File: config.mk
export PLATFORM = sky130hd
export DESIGN_NAME = int_wb_arbiter
export DESIGN_NICKNAME = d
export VERILOG_FILES = /design/src/rtl/int_wb_arbiter.sv
export SDC_FILE = /design/constraint.sdc
export NUM_CORES = 1
export LEC_CHECK = 0
export BUFFER_PORTS_ARGS = -buffer_cell sky130_fd_sc_hd__clkbuf_2
export CAP_MARGIN = 30
export CORE_MARGIN = 5
export CORE_UTILIZATION = 30
export CTS_CLUSTER_SIZE = 25
export DETAILED_ROUTE_END_ITERATION = 8
export HOLD_SLACK_MARGIN = 0.15
export SYNTH_ARGS = -nofsm -noshare
export SYNTH_HDL_FRONTEND = slang
export SYNTH_SLANG_ARGS = --single-unit
File: constraint.sdc
create_clock -name clock -period 19.3 [get_ports clock]
set_input_delay 2.895 -clock clock [delete_from_list [all_inputs] [get_ports clock]]
set_output_delay 2.895 -clock clock [all_outputs]
set_load 0.005 [all_outputs]
File: src/rtl/int_wb_arbiter.sv
// Integer writeback arbiter: one holding slot per execution unit, two round-robin
// writeback ports, flush squash by ROB age. Define INT_WB_BYPASS_EN for same-cycle bypass.
`ifndef PREG_RANGE
`define PREG_RANGE 5:0
`endif
`ifndef INSTR_ID_WIDTH
`define INSTR_ID_WIDTH 6
`endif

module int_wb_arbiter #(
  parameter int NUM_SRC    = 4,
  parameter int DATA_WIDTH = 64
) (
  input  logic                                  clock,
  input  logic                                  reset_n,
  input  logic [NUM_SRC-1:0]                    src_valid,
  output logic [NUM_SRC-1:0]                    src_ready,
  input  logic [NUM_SRC-1:0]                    src_need_to_wb,
  input  logic [NUM_SRC-1:0][`PREG_RANGE]       src_prd,
  input  logic [NUM_SRC-1:0][`INSTR_ID_WIDTH:0] src_robid,
  input  logic [NUM_SRC-1:0][DATA_WIDTH-1:0]    src_data,
  output logic                                  writeback0_valid,
  output logic                                  writeback0_need_to_wb,
  output logic [`PREG_RANGE]                    writeback0_prd,
  output logic [`INSTR_ID_WIDTH:0]              writeback0_robid,
  output logic [DATA_WIDTH-1:0]                 writeback0_data,
  output logic                                  writeback1_valid,
  output logic                                  writeback1_need_to_wb,
  output logic [`PREG_RANGE]                    writeback1_prd,
  output logic [`INSTR_ID_WIDTH:0]              writeback1_robid,
  output logic [DATA_WIDTH-1:0]                 writeback1_data,
  input  logic                                  flush_valid,
  input  logic [`INSTR_ID_WIDTH:0]              flush_robid
);

  localparam int PTR_W = (NUM_SRC > 1) ? $clog2(NUM_SRC) : 1;

  typedef logic [`PREG_RANGE]       prd_t;
  typedef logic [`INSTR_ID_WIDTH:0] robid_t;
  typedef logic [PTR_W-1:0]         ptr_t;

  // Wrap bit equal: larger index is younger. Wrap bit differs: smaller index is younger.
  function automatic logic is_younger(input robid_t id, input robid_t flush_id);
    logic [`INSTR_ID_WIDTH-1:0] id_idx;
    logic [`INSTR_ID_WIDTH-1:0] fl_idx;
    id_idx = id[`INSTR_ID_WIDTH-1:0];
    fl_idx = flush_id[`INSTR_ID_WIDTH-1:0];
    if (id[`INSTR_ID_WIDTH] == flush_id[`INSTR_ID_WIDTH]) begin
      return (id_idx > fl_idx);
    end else begin
      return (id_idx < fl_idx);
    end
  endfunction

  function automatic ptr_t wrap_add(input ptr_t base, input int ofs);
    int sum;
    sum = int'(base) + ofs;
    if (sum >= NUM_SRC) begin
      sum = sum - NUM_SRC;
    end else begin
      sum = sum;
    end
    return ptr_t'(sum);
  endfunction

  logic [NUM_SRC-1:0]    slot_valid_r;
  logic [NUM_SRC-1:0]    slot_need_r;
  prd_t                  slot_prd_r   [NUM_SRC];
  robid_t                slot_robid_r [NUM_SRC];
  logic [DATA_WIDTH-1:0] slot_data_r  [NUM_SRC];
  ptr_t                  rr_ptr_r;

  logic [NUM_SRC-1:0]    slot_kill_s;
  logic [NUM_SRC-1:0]    in_kill_s;
  logic [NUM_SRC-1:0]    slot_cand_s;
  logic [NUM_SRC-1:0]    slot_grant_s;
  logic [NUM_SRC-1:0]    hs_s;
  logic [NUM_SRC-1:0]    slot_take_s;
  logic [1:0]            sel_found_s;
  ptr_t                  sel_idx_s    [2];
  logic [1:0]            hit_cnt_s;
  ptr_t                  scan_idx_s;
  ptr_t                  last_idx_s;
  logic                  pick_need_s  [2];
  prd_t                  pick_prd_s   [2];
  robid_t                pick_robid_s [2];
  logic [DATA_WIDTH-1:0] pick_data_s  [2];
`ifdef INT_WB_BYPASS_EN
  logic [NUM_SRC-1:0]    byp_cand_s;
  logic [NUM_SRC-1:0]    byp_grant_s;
  logic [1:0]            sel_byp_s;
`endif

  // Flush age checks for stored slots and for incoming payloads.
  always_comb begin
    slot_kill_s = '0;
    in_kill_s   = '0;
    for (int i = 0; i < NUM_SRC; i++) begin
      if (flush_valid) begin
        slot_kill_s[i] = slot_valid_r[i] & is_younger(slot_robid_r[i], flush_robid);
        in_kill_s[i]   = is_younger(src_robid[i], flush_robid);
      end else begin
        slot_kill_s[i] = 1'b0;
        in_kill_s[i]   = 1'b0;
      end
    end
  end

  assign slot_cand_s = slot_valid_r & ~slot_kill_s;
  assign src_ready   = reset_n ? (~slot_valid_r | slot_grant_s) : '0;
  assign hs_s        = src_valid & src_ready;
`ifdef INT_WB_BYPASS_EN
  assign byp_cand_s  = src_valid & ~slot_valid_r & ~in_kill_s;
  assign slot_take_s = hs_s & ~in_kill_s & ~byp_grant_s;
`else
  assign slot_take_s = hs_s & ~in_kill_s;
`endif

  // Round-robin scan from rr_ptr: first hit -> port 0, second hit -> port 1.
  always_comb begin
    sel_found_s  = 2'b00;
    sel_idx_s[0] = '0;
    sel_idx_s[1] = '0;
    slot_grant_s = '0;
    hit_cnt_s    = 2'd0;
    scan_idx_s   = '0;
`ifdef INT_WB_BYPASS_EN
    sel_byp_s    = 2'b00;
    byp_grant_s  = '0;
`endif
    for (int k = 0; k < NUM_SRC; k++) begin
      scan_idx_s = wrap_add(rr_ptr_r, k);
      if (slot_cand_s[scan_idx_s] && (hit_cnt_s != 2'd2)) begin
        sel_found_s[hit_cnt_s[0]] = 1'b1;
        sel_idx_s[hit_cnt_s[0]]   = scan_idx_s;
        slot_grant_s[scan_idx_s]  = 1'b1;
        hit_cnt_s                 = hit_cnt_s + 2'd1;
      end else begin
        hit_cnt_s = hit_cnt_s;
      end
    end
`ifdef INT_WB_BYPASS_EN
    // Bypass candidates only fill ports left over after every stored slot.
    for (int k = 0; k < NUM_SRC; k++) begin
      scan_idx_s = wrap_add(rr_ptr_r, k);
      if (byp_cand_s[scan_idx_s] && (hit_cnt_s != 2'd2)) begin
        sel_found_s[hit_cnt_s[0]] = 1'b1;
        sel_byp_s[hit_cnt_s[0]]   = 1'b1;
        sel_idx_s[hit_cnt_s[0]]   = scan_idx_s;
        byp_grant_s[scan_idx_s]   = 1'b1;
        hit_cnt_s                 = hit_cnt_s + 2'd1;
      end else begin
        hit_cnt_s = hit_cnt_s;
      end
    end
`endif
  end

  assign last_idx_s = sel_found_s[1] ? sel_idx_s[1] : sel_idx_s[0];

  // Payload mux for each writeback port.
  always_comb begin
    for (int p = 0; p < 2; p++) begin
      pick_need_s[p]  = 1'b0;
      pick_prd_s[p]   = '0;
      pick_robid_s[p] = '0;
      pick_data_s[p]  = '0;
`ifdef INT_WB_BYPASS_EN
      if (sel_byp_s[p]) begin
        pick_need_s[p]  = src_need_to_wb[sel_idx_s[p]];
        pick_prd_s[p]   = src_prd[sel_idx_s[p]];
        pick_robid_s[p] = src_robid[sel_idx_s[p]];
        pick_data_s[p]  = src_data[sel_idx_s[p]];
      end else begin
        pick_need_s[p]  = slot_need_r[sel_idx_s[p]];
        pick_prd_s[p]   = slot_prd_r[sel_idx_s[p]];
        pick_robid_s[p] = slot_robid_r[sel_idx_s[p]];
        pick_data_s[p]  = slot_data_r[sel_idx_s[p]];
      end
`else
      pick_need_s[p]  = slot_need_r[sel_idx_s[p]];
      pick_prd_s[p]   = slot_prd_r[sel_idx_s[p]];
      pick_robid_s[p] = slot_robid_r[sel_idx_s[p]];
      pick_data_s[p]  = slot_data_r[sel_idx_s[p]];
`endif
    end
  end

  // Slot storage: refill on accepted handshake, otherwise clear on grant or flush kill.
  always_ff @(posedge clock) begin
    if (!reset_n) begin
      slot_valid_r <= '0;
      slot_need_r  <= '0;
      for (int i = 0; i < NUM_SRC; i++) begin
        slot_prd_r[i]   <= '0;
        slot_robid_r[i] <= '0;
        slot_data_r[i]  <= '0;
      end
    end else begin
      for (int i = 0; i < NUM_SRC; i++) begin
        if (slot_take_s[i]) begin
          slot_valid_r[i] <= 1'b1;
          slot_need_r[i]  <= src_need_to_wb[i];
          slot_prd_r[i]   <= src_prd[i];
          slot_robid_r[i] <= src_robid[i];
          slot_data_r[i]  <= src_data[i];
        end else if (slot_grant_s[i] || slot_kill_s[i]) begin
          slot_valid_r[i] <= 1'b0;
        end else begin
          slot_valid_r[i] <= slot_valid_r[i];
        end
      end
    end
  end

  // Round-robin pointer moves past the last granted source.
  always_ff @(posedge clock) begin
    if (!reset_n) begin
      rr_ptr_r <= '0;
    end else if (sel_found_s[0]) begin
      rr_ptr_r <= wrap_add(last_idx_s, 1);
    end else begin
      rr_ptr_r <= rr_ptr_r;
    end
  end

  // Registered writeback broadcast; idle ports drive zero payload.
  always_ff @(posedge clock) begin
    if (!reset_n) begin
      writeback0_valid      <= 1'b0;
      writeback0_need_to_wb <= 1'b0;
      writeback0_prd        <= '0;
      writeback0_robid      <= '0;
      writeback0_data       <= '0;
      writeback1_valid      <= 1'b0;
      writeback1_need_to_wb <= 1'b0;
      writeback1_prd        <= '0;
      writeback1_robid      <= '0;
      writeback1_data       <= '0;
    end else begin
      writeback0_valid      <= sel_found_s[0];
      writeback0_need_to_wb <= sel_found_s[0] ? pick_need_s[0]  : 1'b0;
      writeback0_prd        <= sel_found_s[0] ? pick_prd_s[0]   : '0;
      writeback0_robid      <= sel_found_s[0] ? pick_robid_s[0] : '0;
      writeback0_data       <= sel_found_s[0] ? pick_data_s[0]  : '0;
      writeback1_valid      <= sel_found_s[1];
      writeback1_need_to_wb <= sel_found_s[1] ? pick_need_s[1]  : 1'b0;
      writeback1_prd        <= sel_found_s[1] ? pick_prd_s[1]   : '0;
      writeback1_robid      <= sel_found_s[1] ? pick_robid_s[1] : '0;
      writeback1_data       <= sel_found_s[1] ? pick_data_s[1]  : '0;
    end
  end

endmodule

==> run metrics <==
count of buffers from port buffering 487; Max FO, Critical Path 10; Ys Warns 0; required time worst endpoint between 15 and 20 ns; setup violators final 0; fmax 97.9 MHz; HPWL Detailed 49,800 um; async set-reset flop share out of synthesis 0%; IO Pins 488; Pleak ~11 nW; Top FF cell, synth edfxtp_1; pin count of the biggest net entering global routing 71; minimum clock period approximately 10 ns; max-slew violation count 0; Clock Skew 0.0250 ns; Yosys cell types 65; crit path launch type primary input; later-pin clock latency in the skew report 0.59 ns; routing usage on met2 30.5%; hold buffer count at CTS 0; Worst Path Arrival between 7 and 8 ns; top cells by count, synth and2_1 (395), edfxtp_1 (308), dfxtp_1 (168), nor2_1 (104), a211oi_1 (85); EDFF count, synth 308; CTS Buffer Depth 3; Worst-path clk slew 0.06 ns; fin crit share 52.9%; WP depth 16; GR Layer Usage met1 21.9%; worst path cell trace clkbuf_2 > inv_1 > ha_1 > nor2b_1 > o21ai_0 > a2111oi_4 > nor4_2 > nor3_1 > a21oi_1 > ha_1 > or2_0 > a221oi_1 > and2_1 > or3_1 > and2_1 > clkbuf_2; RSZ-0062 raised after global routing no; setup bufs post-CTS 0; area grow syn2layout 23.4%; top cell type's share of synthesized area 41.6%; core area about 0.073 mm^2; Yosys top cell by area edfxtp_1; floorplan row count 99; worst setup path category in2out; max incr delay on CP 0.66 ns; initial antenna violation count 14; Area contributors post-synth edfxtp_1 (42%), dfxtp_1 (15%), and2_1 (11%); first-pass GRT wire length approximately 110,000 um; number of global-route vias before repair about 17,000; Post-CTS Resized 0; remaining routing DRC violations 0; Iter 0 DRT Violations between 800 and 900; final setup TNS 0 ns; cell with the most instances after synthesis and2_1; Worst Setup End Kind output pin; CP max stage cell a21oi_1; first-pass detailed-route iteration total 5; synthesized area 0.0222 mm^2; Util after Layout 37.5%; Reg2Reg Depth 14; Crit path max-delay family simple AND/OR/NAND/NOR gates; Hold Path Class reg2reg; synthesized netlist cell count 1,683; DR WL/cell 23.3 um; GRT Total Usage 17.6%; Hold Path Depth 2; CTS tree built; post-synthesis sequential area ratio around 57%; Antenna Nets Post-Route 0; deepest level of the CTS H-tree 2; met3 GRT Util 3.96%; worst-margin pin slew 0.971 ns; GPL Wtd Cong 0.844; final hold vios 0; Starting Density slightly above 30%; layout cells sized above 1 around 35%; Cell Pwr Density 130 mW/mm^2; drt total wl 73,700 um; total die area 0.0796 mm^2; Nets ~2,500; CTS buffer count between 50 and 60; DR vias/cell 4.90; # clock sinks approximately 480; Post-Syn Area per Cell 13.2 um^2; synthesized flop and latch total 476; maxcap violations 0; Slew HR a little over a third; vias about 15,000; clock root buffer clkbuf_16; status completed; Most Used Layer, Global Route met2; Buf/Inv on CP 3; Mapped Nets 2,066; GR Overflow Total 0; die height 282 um; Die X 282 um; Worst VDD drop just under 0.08 mV
==> layer usage <==
layer  part of all wire (%)  routed length (um)  vias up
li1                       -                   -     7085
met1                     40               29700     7714
met2                     50               37100      542
met3                    6.8                5020      116
met4                    2.6                1900        4
met5                  0.037                  27        -
==> cell type report <==
cell class | count | area, um^2
Antenna cell | 13 | 32.5
Inverter | 28 | 105
Sequential cell | 476 | 12600
Timing Repair Buffer | 512 | 2680
Clock buffer | 76 | 1560
Fill cell | 7080 | 45800
Multi-Input combinational cell | 1067 | 9040
Tap cell | 959 | 1200
Clock inverter | 25 | 190
==> registers in the layout (all words and copies together) (netlist names) <==
signal / cells
slot_robid_r: 28
writeback0_need_to_wb: 1
writeback0_data: 64
writeback1_need_to_wb: 1
writeback0_robid: 7
slot_valid_r: 4
slot_need_r: 4
writeback1_robid: 7
rr_ptr_r: 2
slot_prd_r: 24
writeback1_prd: 6
writeback0_prd: 6
writeback1_data: 64
writeback0_valid: 1
writeback1_valid: 1
slot_data_r: 256
==> report_power, final <==
group / switching, W / total, W / internal [W]
registers: 0.0000780 / 0.00133 / 0.00125
logic: 0.000654 / 0.00122 / 0.000570
clock network: 0.000425 / 0.00101 / 0.000589
==> metrics by stage <==
stage	area [um^2]	total power, W	cells	hold WS, ns	setup WS (ns)
floorplan	22200	0.00217	1683	0.438	9.94
global placement	25600	0.00256	3038	0.452	9.23
detailed placement	25600	0.00260	3042	0.463	9.12
CTS	27400	0.00362	3143	0.473	9.11
global route	27400	0.00375	3152	0.501	8.79
finish	27400	0.00357	3156	0.469	9.09
==> worst min-delay path, stage by stage (launching register included) <==
cell and delay, ns:
dfxtp_1 0.32, nand2_1 0.06, o21ai_1 0.05
==> cell usage in the layout (no fill, tap or decap), types with 57 or more instances in the layout <==
cell and n:
a211oi_1 84, and2_1 395, clkbuf_2 487, dfxtp_1 168, edfxtp_1 308, ha_1 57, mux2_2 79, mux2i_1 82
mux4_2 78, nor2_1 103
==> logic make-up after synthesis <==
group	count (synthesis)	share of synthesized area (%)
buffers and inverters	140	2.91
multiplexers	241	15.7
adder cells (fa/ha/maj)	59	3.30
AO/OA/AOI/OAI	180	6.04
flip-flops	476	56.8
XOR/XNOR	13	0.513
AND/OR/NAND/NOR	574	14.7
==> worst paths after layout <==
check                                   startpoint                 end  slack, ns
worst max register to register  slot_robid_r[2][5]  slot_robid_r[1][0]      12.51
worst min-delay path                slot_need_r[1]      slot_need_r[1]       0.47
worst max-delay path                flush_robid[1]        src_ready[2]       9.09
worst min register to register      slot_need_r[1]      slot_need_r[1]       0.47
Note: power is estimated with default switching activity, not from simulation.
